==> config.mk <==
export PLATFORM = sky130hd
export DESIGN_NAME = move_cmd_scheduler_flat
export DESIGN_NICKNAME = d
export VERILOG_FILES = /design/src/rtl/move_cmd_scheduler_if.sv /design/src/rtl/move_cmd_scheduler.sv /design/src/flat_wrapper.sv
export SDC_FILE = /design/constraint.sdc
export NUM_CORES = 1
export LEC_CHECK = 0
export CAP_MARGIN = 40
export CORE_UTILIZATION = 57
export CTS_BUF_LIST = sky130_fd_sc_hd__clkbuf_16
export CTS_CLUSTER_SIZE = 12
export DETAILED_ROUTE_END_ITERATION = 12
export PLACE_DENSITY = 0.83
export SLEW_MARGIN = 20
export SYNTH_ARGS = -nofsm -noshare
export SYNTH_HDL_FRONTEND = slang
export SYNTH_SLANG_ARGS = --single-unit
export TNS_END_PERCENT = 10
==> constraint.sdc <==
create_clock -name i_clk -period 7.95 [get_ports i_clk]
set_clock_uncertainty 0.15 [all_clocks]
set_input_delay 1.1925 -clock i_clk [delete_from_list [all_inputs] [get_ports i_clk]]
set_output_delay 1.1925 -clock i_clk [all_outputs]
set_load 0.005 [all_outputs]
==> src/rtl/move_cmd_scheduler_if.sv <==
// ---------------------------------------------------------------------------
// move_cmd_scheduler_if
// Groups the handshake/bus signals around the move command scheduler.
//   req_auto_*  : auto tracker request (valid/x/y in, ready out of scheduler)
//   req_man_*   : manual jog request   (valid/x/y in, ready out of scheduler)
//   cmd_*       : command to the head-motion engine (valid/x/y out, ready in)
//   move_done   : one-cycle completion pulse from the motion engine
// Modports:
//   slave  : the scheduler's view (consumes requests, produces commands)
//   master : the surrounding system's view (requesters + motion engine)
// ---------------------------------------------------------------------------
interface move_cmd_scheduler_if;
  logic               req_auto_valid;
  logic signed [10:0] req_auto_x;
  logic signed [10:0] req_auto_y;
  logic               req_auto_ready;

  logic               req_man_valid;
  logic signed [10:0] req_man_x;
  logic signed [10:0] req_man_y;
  logic               req_man_ready;

  logic               cmd_valid;
  logic               cmd_ready;
  logic signed [10:0] cmd_x;
  logic signed [10:0] cmd_y;
  logic               move_done;

  modport slave (
    input  req_auto_valid, req_auto_x, req_auto_y,
    output req_auto_ready,
    input  req_man_valid, req_man_x, req_man_y,
    output req_man_ready,
    output cmd_valid, cmd_x, cmd_y,
    input  cmd_ready, move_done
  );

  modport master (
    output req_auto_valid, req_auto_x, req_auto_y,
    input  req_auto_ready,
    output req_man_valid, req_man_x, req_man_y,
    input  req_man_ready,
    input  cmd_valid, cmd_x, cmd_y,
    output cmd_ready, move_done
  );
endinterface

==> src/rtl/move_cmd_scheduler.sv <==
// ---------------------------------------------------------------------------
// move_cmd_scheduler
// Arbitrates auto/manual target requests round-robin, clamps them to the
// legal frame, drops requests inside the deadband of the last enqueued
// target, buffers the rest in a small FIFO and dispatches them one at a time
// to the head-motion engine. After each move a frame-based settle interval
// elapses before the next dispatch; a frame-count timeout abandons a move if
// the engine never reports completion.
// Ports:
//   i_clk          : system clock
//   i_reset        : synchronous, active-high reset
//   i_vsync        : raw vsync, asynchronous to i_clk (frame tick source)
//   bus            : request / command handshake bundle (slave modport)
//   o_sched_state  : dispatch FSM state (00 IDLE, 01 ISSUE, 10 MOVING, 11 SETTLE)
//   o_fifo_count   : FIFO occupancy
//   o_drop_count   : deadband drops, saturating at 255
//   o_timeout_err  : sticky move-timeout flag
// ---------------------------------------------------------------------------
module move_cmd_scheduler #(
  parameter int X_MAX          = 639,
  parameter int Y_MAX          = 479,
  parameter int DEADBAND       = 4,
  parameter int FIFO_DEPTH     = 4,
  parameter int SETTLE_FRAMES  = 2,
  parameter int TIMEOUT_FRAMES = 180
) (
  input  logic                          i_clk,
  input  logic                          i_reset,
  input  logic                          i_vsync,
  move_cmd_scheduler_if.slave           bus,
  output logic [1:0]                    o_sched_state,
  output logic [$clog2(FIFO_DEPTH):0]   o_fifo_count,
  output logic [7:0]                    o_drop_count,
  output logic                          o_timeout_err
);

  localparam int AW = $clog2(FIFO_DEPTH);
  localparam int TW = $clog2(TIMEOUT_FRAMES + 1);
  localparam int SW = $clog2(SETTLE_FRAMES + 1);

  localparam logic [10:0]   X_MAX_C     = X_MAX[10:0];
  localparam logic [10:0]   Y_MAX_C     = Y_MAX[10:0];
  localparam logic [11:0]   DEADBAND_C  = DEADBAND[11:0];
  localparam logic [AW:0]   DEPTH_C     = FIFO_DEPTH[AW:0];
  localparam logic [TW-1:0] TMO_LAST    = TW'(TIMEOUT_FRAMES - 1);
  localparam logic [SW-1:0] SETTLE_LAST = SW'(SETTLE_FRAMES - 1);

  typedef enum logic [1:0] {
    ST_IDLE   = 2'b00,
    ST_ISSUE  = 2'b01,
    ST_MOVING = 2'b10,
    ST_SETTLE = 2'b11
  } state_t;

  // Negative coordinates pin to 0, oversize ones pin to the axis maximum.
  function automatic logic [10:0] clamp_coord(input logic [10:0] v, input logic [10:0] max_v);
    logic [10:0] r;
    if (v[10])
      r = '0;
    else if (v > max_v)
      r = max_v;
    else
      r = v;
    return r;
  endfunction

  // ---------------- registers ----------------
  logic          r_vs_meta, r_vs_sync, r_vs_prev;
  state_t        r_state;
  logic          r_cmd_valid;
  logic [10:0]   r_cmd_x, r_cmd_y;
  logic [10:0]   r_fifo_x [FIFO_DEPTH];
  logic [10:0]   r_fifo_y [FIFO_DEPTH];
  logic [AW-1:0] r_wr_ptr, r_rd_ptr;
  logic [AW:0]   r_count;
  logic [10:0]   r_last_x, r_last_y;
  logic          r_prio_man;   // 1: manual wins the next tie
  logic [7:0]    r_drop_count;
  logic          r_timeout_err;
  logic [TW-1:0] r_frame_cnt;
  logic [SW-1:0] r_settle_cnt;

  // ---------------- wires ----------------
  logic               w_tick;
  logic               w_grant_auto, w_grant_man, w_not_full;
  logic               w_ready_auto, w_ready_man, w_accept;
  logic [10:0]        w_cx, w_cy;
  logic signed [11:0] w_dx, w_dy;
  logic [11:0]        w_adx, w_ady;
  logic               w_in_db, w_push, w_drop;
  state_t             w_state_next;
  logic               w_pop, w_cmd_valid_next, w_timeout_set;
  logic [TW-1:0]      w_frame_next;
  logic [SW-1:0]      w_settle_next;

  // Frame tick: rising edge of the synchronized vsync.
  assign w_tick = r_vs_sync & ~r_vs_prev;

  // Round-robin grant; a tie goes to whoever was not accepted last.
  assign w_grant_auto = bus.req_auto_valid & (~bus.req_man_valid | ~r_prio_man);
  assign w_grant_man  = bus.req_man_valid  & (~bus.req_auto_valid | r_prio_man);
  // Registered count only: a pop in this cycle does not make room for a push.
  assign w_not_full   = (r_count < DEPTH_C);
  assign w_ready_auto = w_grant_auto & w_not_full & ~i_reset;
  assign w_ready_man  = w_grant_man  & w_not_full & ~i_reset;
  assign w_accept     = w_ready_auto | w_ready_man;

  assign w_cx = clamp_coord(w_grant_auto ? bus.req_auto_x : bus.req_man_x, X_MAX_C);
  assign w_cy = clamp_coord(w_grant_auto ? bus.req_auto_y : bus.req_man_y, Y_MAX_C);

  assign w_dx  = $signed({1'b0, w_cx}) - $signed({1'b0, r_last_x});
  assign w_dy  = $signed({1'b0, w_cy}) - $signed({1'b0, r_last_y});
  assign w_adx = w_dx[11] ? -w_dx : w_dx;
  assign w_ady = w_dy[11] ? -w_dy : w_dy;

  assign w_in_db = (w_adx <= DEADBAND_C) & (w_ady <= DEADBAND_C);
  assign w_push  = w_accept & ~w_in_db;
  assign w_drop  = w_accept &  w_in_db;

  // ---------------- dispatch FSM, next state ----------------
  always_comb begin
    w_state_next     = r_state;
    w_pop            = 1'b0;
    w_cmd_valid_next = r_cmd_valid;
    w_frame_next     = r_frame_cnt;
    w_settle_next    = r_settle_cnt;
    w_timeout_set    = 1'b0;
    case (r_state)
      ST_IDLE: begin
        if (r_count != '0) begin
          w_pop            = 1'b1;
          w_cmd_valid_next = 1'b1;
          w_state_next     = ST_ISSUE;
        end
      end
      ST_ISSUE: begin
        if (bus.cmd_ready) begin
          w_cmd_valid_next = 1'b0;
          w_frame_next     = '0;
          w_state_next     = ST_MOVING;
        end
      end
      ST_MOVING: begin
        // Completion takes priority over a timeout in the same cycle.
        if (bus.move_done) begin
          w_settle_next = '0;
          w_state_next  = ST_SETTLE;
        end else if (w_tick) begin
          if (r_frame_cnt == TMO_LAST) begin
            w_timeout_set = 1'b1;
            w_settle_next = '0;
            w_state_next  = ST_SETTLE;
          end else begin
            w_frame_next = r_frame_cnt + 1'b1;
          end
        end
      end
      ST_SETTLE: begin
        if (w_tick) begin
          if (r_settle_cnt == SETTLE_LAST)
            w_state_next = ST_IDLE;
          else
            w_settle_next = r_settle_cnt + 1'b1;
        end
      end
      default: w_state_next = ST_IDLE;
    endcase
  end

  // ---------------- FIFO storage (no reset, RAM-friendly) ----------------
  always_ff @(posedge i_clk) begin
    if (w_push) begin
      r_fifo_x[r_wr_ptr] <= w_cx;
      r_fifo_y[r_wr_ptr] <= w_cy;
    end
  end

  // ---------------- state and control registers ----------------
  always_ff @(posedge i_clk) begin
    if (i_reset) begin
      r_vs_meta     <= 1'b0;
      r_vs_sync     <= 1'b0;
      r_vs_prev     <= 1'b0;
      r_state       <= ST_IDLE;
      r_cmd_valid   <= 1'b0;
      r_cmd_x       <= '0;
      r_cmd_y       <= '0;
      r_wr_ptr      <= '0;
      r_rd_ptr      <= '0;
      r_count       <= '0;
      r_last_x      <= '0;
      r_last_y      <= '0;
      r_prio_man    <= 1'b0;
      r_drop_count  <= '0;
      r_timeout_err <= 1'b0;
      r_frame_cnt   <= '0;
      r_settle_cnt  <= '0;
    end else begin
      r_vs_meta    <= i_vsync;
      r_vs_sync    <= r_vs_meta;
      r_vs_prev    <= r_vs_sync;
      r_state      <= w_state_next;
      r_cmd_valid  <= w_cmd_valid_next;
      r_frame_cnt  <= w_frame_next;
      r_settle_cnt <= w_settle_next;

      if (w_pop) begin
        r_cmd_x  <= r_fifo_x[r_rd_ptr];
        r_cmd_y  <= r_fifo_y[r_rd_ptr];
        r_rd_ptr <= r_rd_ptr + 1'b1;
      end

      if (w_push) begin
        r_wr_ptr <= r_wr_ptr + 1'b1;
        r_last_x <= w_cx;
        r_last_y <= w_cy;
      end

      case ({w_push, w_pop})
        2'b10:   r_count <= r_count + 1'b1;
        2'b01:   r_count <= r_count - 1'b1;
        default: r_count <= r_count;
      endcase

      if (w_accept)
        r_prio_man <= w_grant_auto;

      if (w_drop && (r_drop_count != 8'hFF))
        r_drop_count <= r_drop_count + 1'b1;

      if (w_timeout_set)
        r_timeout_err <= 1'b1;
    end
  end

  // ---------------- outputs ----------------
  assign bus.req_auto_ready = w_ready_auto;
  assign bus.req_man_ready  = w_ready_man;
  assign bus.cmd_valid      = r_cmd_valid;
  assign bus.cmd_x          = r_cmd_x;
  assign bus.cmd_y          = r_cmd_y;
  assign o_sched_state      = r_state;
  assign o_fifo_count       = r_count;
  assign o_drop_count       = r_drop_count;
  assign o_timeout_err      = r_timeout_err;

endmodule

==> src/flat_wrapper.sv <==
// flat-port wrapper written by rule: the top's interface ports become plain ports
module move_cmd_scheduler_flat 
#(
  parameter int X_MAX          = 639,
  parameter int Y_MAX          = 479,
  parameter int DEADBAND       = 4,
  parameter int FIFO_DEPTH     = 4,
  parameter int SETTLE_FRAMES  = 2,
  parameter int TIMEOUT_FRAMES = 180
)
  (i_clk, i_reset, i_vsync, o_sched_state, o_fifo_count, o_drop_count, o_timeout_err, bus_req_auto_valid, bus_req_auto_x, bus_req_auto_y, bus_req_auto_ready, bus_req_man_valid, bus_req_man_x, bus_req_man_y, bus_req_man_ready, bus_cmd_valid, bus_cmd_x, bus_cmd_y, bus_cmd_ready, bus_move_done);
  move_cmd_scheduler_if bus_i ();
  input  logic i_clk;
  input  logic i_reset;
  input  logic i_vsync;
  output logic [1:0] o_sched_state;
  output logic [$clog2(FIFO_DEPTH):0] o_fifo_count;
  output logic [7:0] o_drop_count;
  output logic o_timeout_err;
  input wire logic [$bits(bus_i.req_auto_valid)-1:0] bus_req_auto_valid;
  input wire logic [$bits(bus_i.req_auto_x)-1:0] bus_req_auto_x;
  input wire logic [$bits(bus_i.req_auto_y)-1:0] bus_req_auto_y;
  output wire logic [$bits(bus_i.req_auto_ready)-1:0] bus_req_auto_ready;
  input wire logic [$bits(bus_i.req_man_valid)-1:0] bus_req_man_valid;
  input wire logic [$bits(bus_i.req_man_x)-1:0] bus_req_man_x;
  input wire logic [$bits(bus_i.req_man_y)-1:0] bus_req_man_y;
  output wire logic [$bits(bus_i.req_man_ready)-1:0] bus_req_man_ready;
  output wire logic [$bits(bus_i.cmd_valid)-1:0] bus_cmd_valid;
  output wire logic [$bits(bus_i.cmd_x)-1:0] bus_cmd_x;
  output wire logic [$bits(bus_i.cmd_y)-1:0] bus_cmd_y;
  input wire logic [$bits(bus_i.cmd_ready)-1:0] bus_cmd_ready;
  input wire logic [$bits(bus_i.move_done)-1:0] bus_move_done;
  assign bus_i.req_auto_valid = bus_req_auto_valid;
  assign bus_i.req_auto_x = bus_req_auto_x;
  assign bus_i.req_auto_y = bus_req_auto_y;
  assign bus_req_auto_ready = bus_i.req_auto_ready;
  assign bus_i.req_man_valid = bus_req_man_valid;
  assign bus_i.req_man_x = bus_req_man_x;
  assign bus_i.req_man_y = bus_req_man_y;
  assign bus_req_man_ready = bus_i.req_man_ready;
  assign bus_cmd_valid = bus_i.cmd_valid;
  assign bus_cmd_x = bus_i.cmd_x;
  assign bus_cmd_y = bus_i.cmd_y;
  assign bus_i.cmd_ready = bus_cmd_ready;
  assign bus_i.move_done = bus_move_done;
  move_cmd_scheduler #(.X_MAX(X_MAX), .Y_MAX(Y_MAX), .DEADBAND(DEADBAND), .FIFO_DEPTH(FIFO_DEPTH), .SETTLE_FRAMES(SETTLE_FRAMES), .TIMEOUT_FRAMES(TIMEOUT_FRAMES)) u_core (.i_clk(i_clk), .i_reset(i_reset), .i_vsync(i_vsync), .bus(bus_i), .o_sched_state(o_sched_state), .o_fifo_count(o_fifo_count), .o_drop_count(o_drop_count), .o_timeout_err(o_timeout_err));
endmodule
* Word-level counts from Yosys, hierarchy flattened
Memories as Yosys holds them, arrays and structs flattened. A register that Yosys moved wholly into a read port is not among the register bits.
Index checks and enable logic that the tools add are counted.
** Word-level totals
- Register bits :: 55
- Memory bits (writable) :: 88
- Input bits :: 51
- Output and inout bits :: 39
- Word-level logic and storage cells :: 120
- Memories kept :: 2
** Memories
- u_core.r_fifo_x :: depth 4, bits a word 11, rd ports 1, clocked after memory_dff 1, wr ports 1, RTL line move_cmd_scheduler.sv:72 : logic [10:0] r_fifo_x [FIFO_DEPTH];
- u_core.r_fifo_y :: depth 4, bits a word 11, rd ports 1, clocked after memory_dff 1, wr ports 1, RTL line move_cmd_scheduler.sv:73 : logic [10:0] r_fifo_y [FIFO_DEPTH];
** Operators by class
- Add/subtract/negate cells :: 11
- $lt $le $gt $ge :: 5
- Equality and inequality tests :: 18
- Muxes and demuxes :: 39
- Bitwise logic cells :: 19
- Reduce and logical (&&, ||, !) cells :: 11
** Operator list (count)
- 2-to-1 mux 11 bit :: 4
- 2-to-1 mux 8 bit :: 4
- less-or-equal comparator 12 x 3 -> 1 bit (second input constant) :: 2
- 2-to-1 mux 12 bit :: 2
- 2-to-1 mux 2 bit :: 12
- negator 12 bit :: 2
- subtractor 11 x 11 -> 12 bit :: 2
- 2-to-1 mux 10 bit :: 2
- adder 8 x 1 -> 8 bit (second input constant) :: 2
- one-hot mux 8 bit (2 select lines) :: 1
- > comparator 11 x 10 -> 1 bit (second input constant) :: 1
- > comparator 11 x 9 -> 1 bit (second input constant) :: 1
- AND 1 bit :: 10
- 2-to-1 mux 1 bit :: 10
- AND reduction 5 bit :: 2
- == test 8 bit (second input constant) :: 1
- inequality test 2 x 1 -> 1 bit (second input constant) :: 4
- inequality test 2 bit (second input constant) :: 4
- inequality test 8 bit (second input constant) :: 1
- one-hot mux 2 bit (4 select lines) :: 1
- nonzero test 2 bit :: 4
- adder 2 x 1 -> 2 bit (second input constant) :: 3
- == test 2 x 1 -> 1 bit (second input constant) :: 3
- == test 2 bit (second input constant) :: 3
- 14 further kinds :: 22

* Depth between registers and ports, before layout
Gate-level depths: netlist of the first run.
- Depth after elaboration :: 16
- Gate-level depth with buffers :: 27
- Depth with buffers taken out :: 25

* Worst setup path after synthesis of the first run
OpenSTA, ideal clock, no wires.
- Path kind :: input-to-reg
- Start :: in bus_req_auto_valid
- End :: reg u_core.r_count[2], in the netlist u_core.o_fifo_count[2]
- Setup time :: 70 ps
- Arrival time :: 6472 ps
- Required time :: 7730 ps
- Path slack :: 1257 ps
- Cell stages on the path :: 23
- Path buffers :: 3
- Cells stage by stage :: a21boi_1 > o31ai_1 > a21oi_1 > clkbuf_1 > nor2_1 > o31ai_1 > ha_1 > nor2b_1 > o2111a_1 > or4_4 > a31oi_4 > a21oi_1 > a211oi_1 > and4_1 > buf_2 > a21o_1 > buf_4 > ha_1 > inv_1 > fa_1 > xor2_1 > or3_1 > a21oi_1
** Between the ends
- Word-level cells in the longest chain between the ends :: 14
- Elaborated cells between the ends (all ways) :: 32
- Classes of those cells :: add/sub: 4; order compare: 4; eq/ne: 2; mux: 9; bitwise: 12; reduce/logical: 1
** RTL lines
- from (decl) :: RTL line flat_wrapper.sv:20 : input wire logic [$bits(bus_i.req_auto_valid)-1:0] bus_req_auto_valid;
- AND 1 bit (*) :: RTL line move_cmd_scheduler.sv:100 : assign w_grant_auto = bus.req_auto_valid & (~bus.req_man_valid | ~r_prio_man);
- 2-to-1 mux 11 bit (*) :: RTL line move_cmd_scheduler.sv:108 : assign w_cx = clamp_coord(w_grant_auto ? bus.req_auto_x : bus.req_man_x, X_MAX_C);
- > comparator 11 x 10 -> 1 bit :: RTL line move_cmd_scheduler.sv:60 : else if (v > max_v)
- 2-to-1 mux 10 bit :: RTL line move_cmd_scheduler.sv:60
- 2-to-1 mux 11 bit (*) :: RTL line move_cmd_scheduler.sv:58 : if (v[10])
- named net u_core.w_cx[1] :: RTL line move_cmd_scheduler.sv:87 : logic [10:0] w_cx, w_cy;
- subtractor 11 x 11 -> 12 bit (*) :: RTL line move_cmd_scheduler.sv:111 : assign w_dx = $signed({1'b0, w_cx}) - $signed({1'b0, r_last_x});
- negator 12 bit :: RTL line move_cmd_scheduler.sv:113 : assign w_adx = w_dx[11] ? -w_dx : w_dx;
- 2-to-1 mux 12 bit (*) :: RTL line move_cmd_scheduler.sv:113
- less-or-equal comparator 12 x 3 -> 1 bit (*) :: RTL line move_cmd_scheduler.sv:116 : assign w_in_db = (w_adx <= DEADBAND_C) & (w_ady <= DEADBAND_C);
- AND 1 bit (*) :: RTL line move_cmd_scheduler.sv:116
- inverter 1 bit (*) :: RTL line move_cmd_scheduler.sv:117 : assign w_push = w_accept & ~w_in_db;
- AND 1 bit (*) :: RTL line move_cmd_scheduler.sv:117
- == test 2 x 1 -> 1 bit / == test 2 bit (equally long branches) :: RTL line move_cmd_scheduler.sv:219 : case ({w_push, w_pop})
- one-hot mux 3 bit (2 select lines) / nonzero test 2 bit (equally long branches)
- to (signal assigned) :: RTL line move_cmd_scheduler.sv:220 : 2'b10: r_count <= r_count + 1'b1;
- to (signal assigned) :: RTL line move_cmd_scheduler.sv:221 : 2'b01: r_count <= r_count - 1'b1;
- to (signal assigned) :: RTL line move_cmd_scheduler.sv:222 : default: r_count <= r_count;
- to (decl) :: RTL line move_cmd_scheduler.sv:75 : logic [AW:0] r_count;
The timed path passes the listed nets; every way through them passes the cells marked *.
A chain may end at the register's enable or synchronous reset.

* Final worst setup path of the first run
- Start :: in bus_req_man_valid
- End :: reg u_core.r_count[2], in the netlist u_core.o_fifo_count[2]
** Between the ends
- Word-level cells in the longest chain between the ends :: 16
- Elaborated cells between the ends (all ways) :: 32
- Classes of those cells :: add/sub: 4; order compare: 4; eq/ne: 2; mux: 9; bitwise: 12; reduce/logical: 1
** RTL lines
- from (decl) :: RTL line flat_wrapper.sv:24 : input wire logic [$bits(bus_i.req_man_valid)-1:0] bus_req_man_valid;
- inverter 1 bit (*) :: RTL line move_cmd_scheduler.sv:100
- bitwise OR 1 bit (*) :: RTL line move_cmd_scheduler.sv:100
- AND 1 bit (*) :: RTL line move_cmd_scheduler.sv:100
- 2-to-1 mux 11 bit (*) :: RTL line move_cmd_scheduler.sv:108
- > comparator 11 x 10 -> 1 bit :: RTL line move_cmd_scheduler.sv:60
- 2-to-1 mux 10 bit :: RTL line move_cmd_scheduler.sv:60
- 2-to-1 mux 11 bit (*) :: RTL line move_cmd_scheduler.sv:58
- named net u_core.w_cx[0] :: RTL line move_cmd_scheduler.sv:87
- subtractor 11 x 11 -> 12 bit (*) :: RTL line move_cmd_scheduler.sv:111
- negator 12 bit :: RTL line move_cmd_scheduler.sv:113
- 2-to-1 mux 12 bit (*) :: RTL line move_cmd_scheduler.sv:113
- less-or-equal comparator 12 x 3 -> 1 bit (*) :: RTL line move_cmd_scheduler.sv:116
- AND 1 bit (*) :: RTL line move_cmd_scheduler.sv:116
- inverter 1 bit (*) :: RTL line move_cmd_scheduler.sv:117
- AND 1 bit (*) :: RTL line move_cmd_scheduler.sv:117
- == test 2 x 1 -> 1 bit / == test 2 bit (equally long branches) :: RTL line move_cmd_scheduler.sv:219
- one-hot mux 3 bit (2 select lines) / nonzero test 2 bit (equally long branches)
Marks and branches as above.

==> results of run 1 <==
-- stage by stage --
stage	power, W	util [%]	instance area (µm²)	hold WS, ps	setup WS (ps)
after floorplan	0.002102	-	8260	263.8	1257
after global placement	0.002469	66.48	9299	271.9	841.0
after detailed placement	0.002514	66.67	9326	283.7	710.6
after CTS	0.003340	70.89	9916	297.0	1119
after global routing	0.003568	71.18	9957	308.8	541.7
final	0.003363	71.18	9957	294.8	1016
-- power by group through the flow --
| stage | registers [W] | clock network [W] | logic, W |
|---|---|---|---|
| 6_report | 0.00109 | 0.000806 | 0.00147 |
| 5_1_grt | 0.00110 | 0.000845 | 0.00162 |
| 4_1_cts | 0.00109 | 0.000813 | 0.00144 |
| 3_5_place_dp | 0.00110 | 0 | 0.00141 |
| 3_3_place_gp | 0.00110 | 0 | 0.00137 |
| 2_1_floorplan | 0.00109 | 0 | 0.00102 |
-- sequential cells by signal, indices dropped and copies added, names as in the netlist, 2 cells and up --
signal                count
u_core.r_last_x          10
u_core.o_sched_state      2
u_core.r_settle_cnt       2
u_core.r_frame_cnt        8
u_core.bus.cmd_x         10
u_core.r_last_y          10
u_core.r_fifo_y          40
u_core.r_wr_ptr           2
u_core.o_drop_count       8
u_core.bus.cmd_y         10
u_core.r_rd_ptr           2
u_core.r_fifo_x          40
u_core.o_fifo_count       3
-- path summary, 6_finish.rpt --
check	start	end	slack (ps)	depth (start not counted)
max reg2reg	u_core.r_prio_man	u_core.o_fifo_count[2]	1950	25
max	bus_req_man_valid	u_core.o_fifo_count[2]	1020	26
min	u_core.r_vs_meta	u_core.r_vs_sync	290	1
min reg2reg	u_core.r_vs_meta	u_core.r_vs_sync	290	1
-- critical path: stages --
cell and delay [ps]:
clkdlybuf4s50_1 530, a21bo_2 350, or3_1 160, o31ai_1 70, a21oi_1 150, buf_4 210
nor2_1 60, o31ai_1 640, inv_1 110, ha_1 270, inv_1 80, fa_1 210
a211oi_2 120, or3b_4 430, a221oi_2 230, a41oi_1 70, o221a_1 280, a311oi_2 280
and4_1 250, a21o_1 200, ha_1 200, inv_1 70, fa_1 380, xor2_1 160
or3_1 300, a21oi_1 140
-- cells in the final DEF, fill, tap and decap left out, drive strengths merged, types with 6 or more instances in the layout --
cell,Yosys,routed
nor3,20,20
nand3,22,22
nor2,62,62
clkinv,1,6
nand2,100,100
o21a,6,6
and2,6,6
ha,33,33
a211oi,23,23
o21ai,17,17
xor2,16,16
a21oi,53,53
or3,15,15
buf,16,21
nand2b,8,8
nand4,18,18
a21o,6,6
nor2b,25,25
clkdlybuf4s50,0,86
dfxtp,73,73
a31oi,24,24
o31ai,18,18
clkbuf,27,21
mux4,20,20
and3,8,8
inv,40,45
conb,1,7
edfxtp,80,80
-- cells by family (layout without fill, tap and decap cells) --
logic type	count (synthesis)	count (layout)	share of synthesized area (%)
simple gates	310	310	18.67
compound gates	188	188	15.96
flops	153	153	46.90
buf+inv	84	183	4.131
fa+ha+maj	36	36	5.741
mux	26	26	6.227
xor+xnor	21	21	2.324
other cells	1	7	0.04552
-- layer usage --
layer | share of wire, % | track usage, % | vias up
met5 | 0 | 0 | -
met4 | 2.7 | 9.604 | 0
met3 | 6.0 | 5.576 | 51
met2 | 48 | 45.93 | 240
met1 | 43 | 37.70 | 3205
li1 | - | - | 3208
-- final cells by class --
type / instances / area, µm²
multi-input combinational: 588 / 4063
fill: 971 / 4031
sequential: 153 / 3864
timing repair buffer: 110 / 1062
clock buffer: 18 / 450.4
tap: 180 / 225.2
inverter: 41 / 153.9
clock inverter: 14 / 138.9
==> impl_metrics.ini, run 1 <==
[cells_and_area]
fin_cells = 1104
drive_gt1_share_pct = 10.06
antenna_cells = 0
area_growth_pct = 20.87
nets = 998

[placement]
port_buffers = 87
dp_hpwl_um = 13500
placedCellCount = 1067
gp_congestion = 0.9507

[clocking]
cts_tree = yes
holdBufCountCts = 0
path_clk_slew_ps = 60
cts_max_level = 4
cts_resized = 0
cts-root-buf = clkbuf_16
clock_latency_ps = 420
cts_sinks = 153
cts_made_buffers = 17
post_cts_buffers = 0
cts_buffer_depth = 2

[power_and_ir_drop]
seq_power_share_pct = 32.4
power_frac_clock_pct = 23.9
swShare_pct = 36.85
vdd_ir_drop_max_mv = 0.1995
p_leak_nw = 3.645
p_comb_share_pct = 43.7
power_switching_w = 0.001239
intPower_w = 0.002124
pwr_density_cell_nw_per_um2 = 337.8

[logic_synthesis]
yosysSeqAreaShare_pct = 46.90
synth.distinct_cells = 80
synth.top_cell.area_share_pct = 29.16
syn_area_um2 = 8238
synth_most_common_cell = nand2_1
synth_commonest_cells = 100 x nand2_1, 80 x edfxtp_1, 73 x dfxtp_1, 62 x nor2_1, 53 x a21oi_1
yosys_register_bits = 153
synth_area_leaders = edfxtp_1 29%, dfxtp_1 18%, mux4_2 5.5%
synth_edf_count = 80
synth.largest_area_cell = edfxtp_1
ys.flop_type = edfxtp_1
syn_area_per_cell_um2 = 10.06
ys_async_sr_fraction_pct = 0
syn_inst = 819
yosysWarnings = 0

[floorplan]
pin_count = 90
die_w_um = 122.2
die-area_um2 = 14940
die_y_um = 122.2
fp-row-count = 43
coreArea_um2 = 13990
initial_core_util_pct = 58.89

[global_routing]
first_global_vias = 6181
grt_pass1_wl_um = 31860
grt_use_total_pct = 28.23
grt-ovfl-total = 0
grt_max_degree = 60
antenna_found_initial = 0

[route]
dr_total_vias = 6704
detail-route-antenna-nets = 0
drt_iter0_markers = 591
detail_route.wl_per_cell_um = 18.19
drt-total-wl_um = 20090
drcViolationCount = 0
viasPerCell = 6.072
dr.pass1.iters = 5

[job]
max-cap-violations = 0

[sta]
max_clock_freq_mhz = 144.2
relSlewSlack_pct = 40.46
finalSetupViolCount = 0
drv_slew = 0
rsz0062_at_grt = no
tns_ps = 0
worst_pin_slew_ps = 885.5
hold_viol = 0
period_needed_ps = 6934
period_share_pct = 87.22

[hold_path]
hp-class = reg -> reg

[worst_setup_path]
critical_path_class = in -> reg
start_kind = input pin
worst_ep_arrival_time_ps = 7140
crit_fanout = 14
cp_data_required_time_ps = 8150
cp-end-kind = flop

[outcome]
status = completed
(Power assumes the default switching activity.)
==> run 2, diff against run 1 <==
Settings changed: CTS_CLUSTER_DIAMETER set to 30.
==> results of run 2 <==
Same layout as run 1: the final DEF is identical, and so are final timing and power.
==> run 3, diff against run 2 <==
Settings changed: SKIP_CTS_REPAIR_TIMING set to 1.
==> results of run 3 <==
Same layout as run 1: the final DEF is identical, and so are final timing and power.
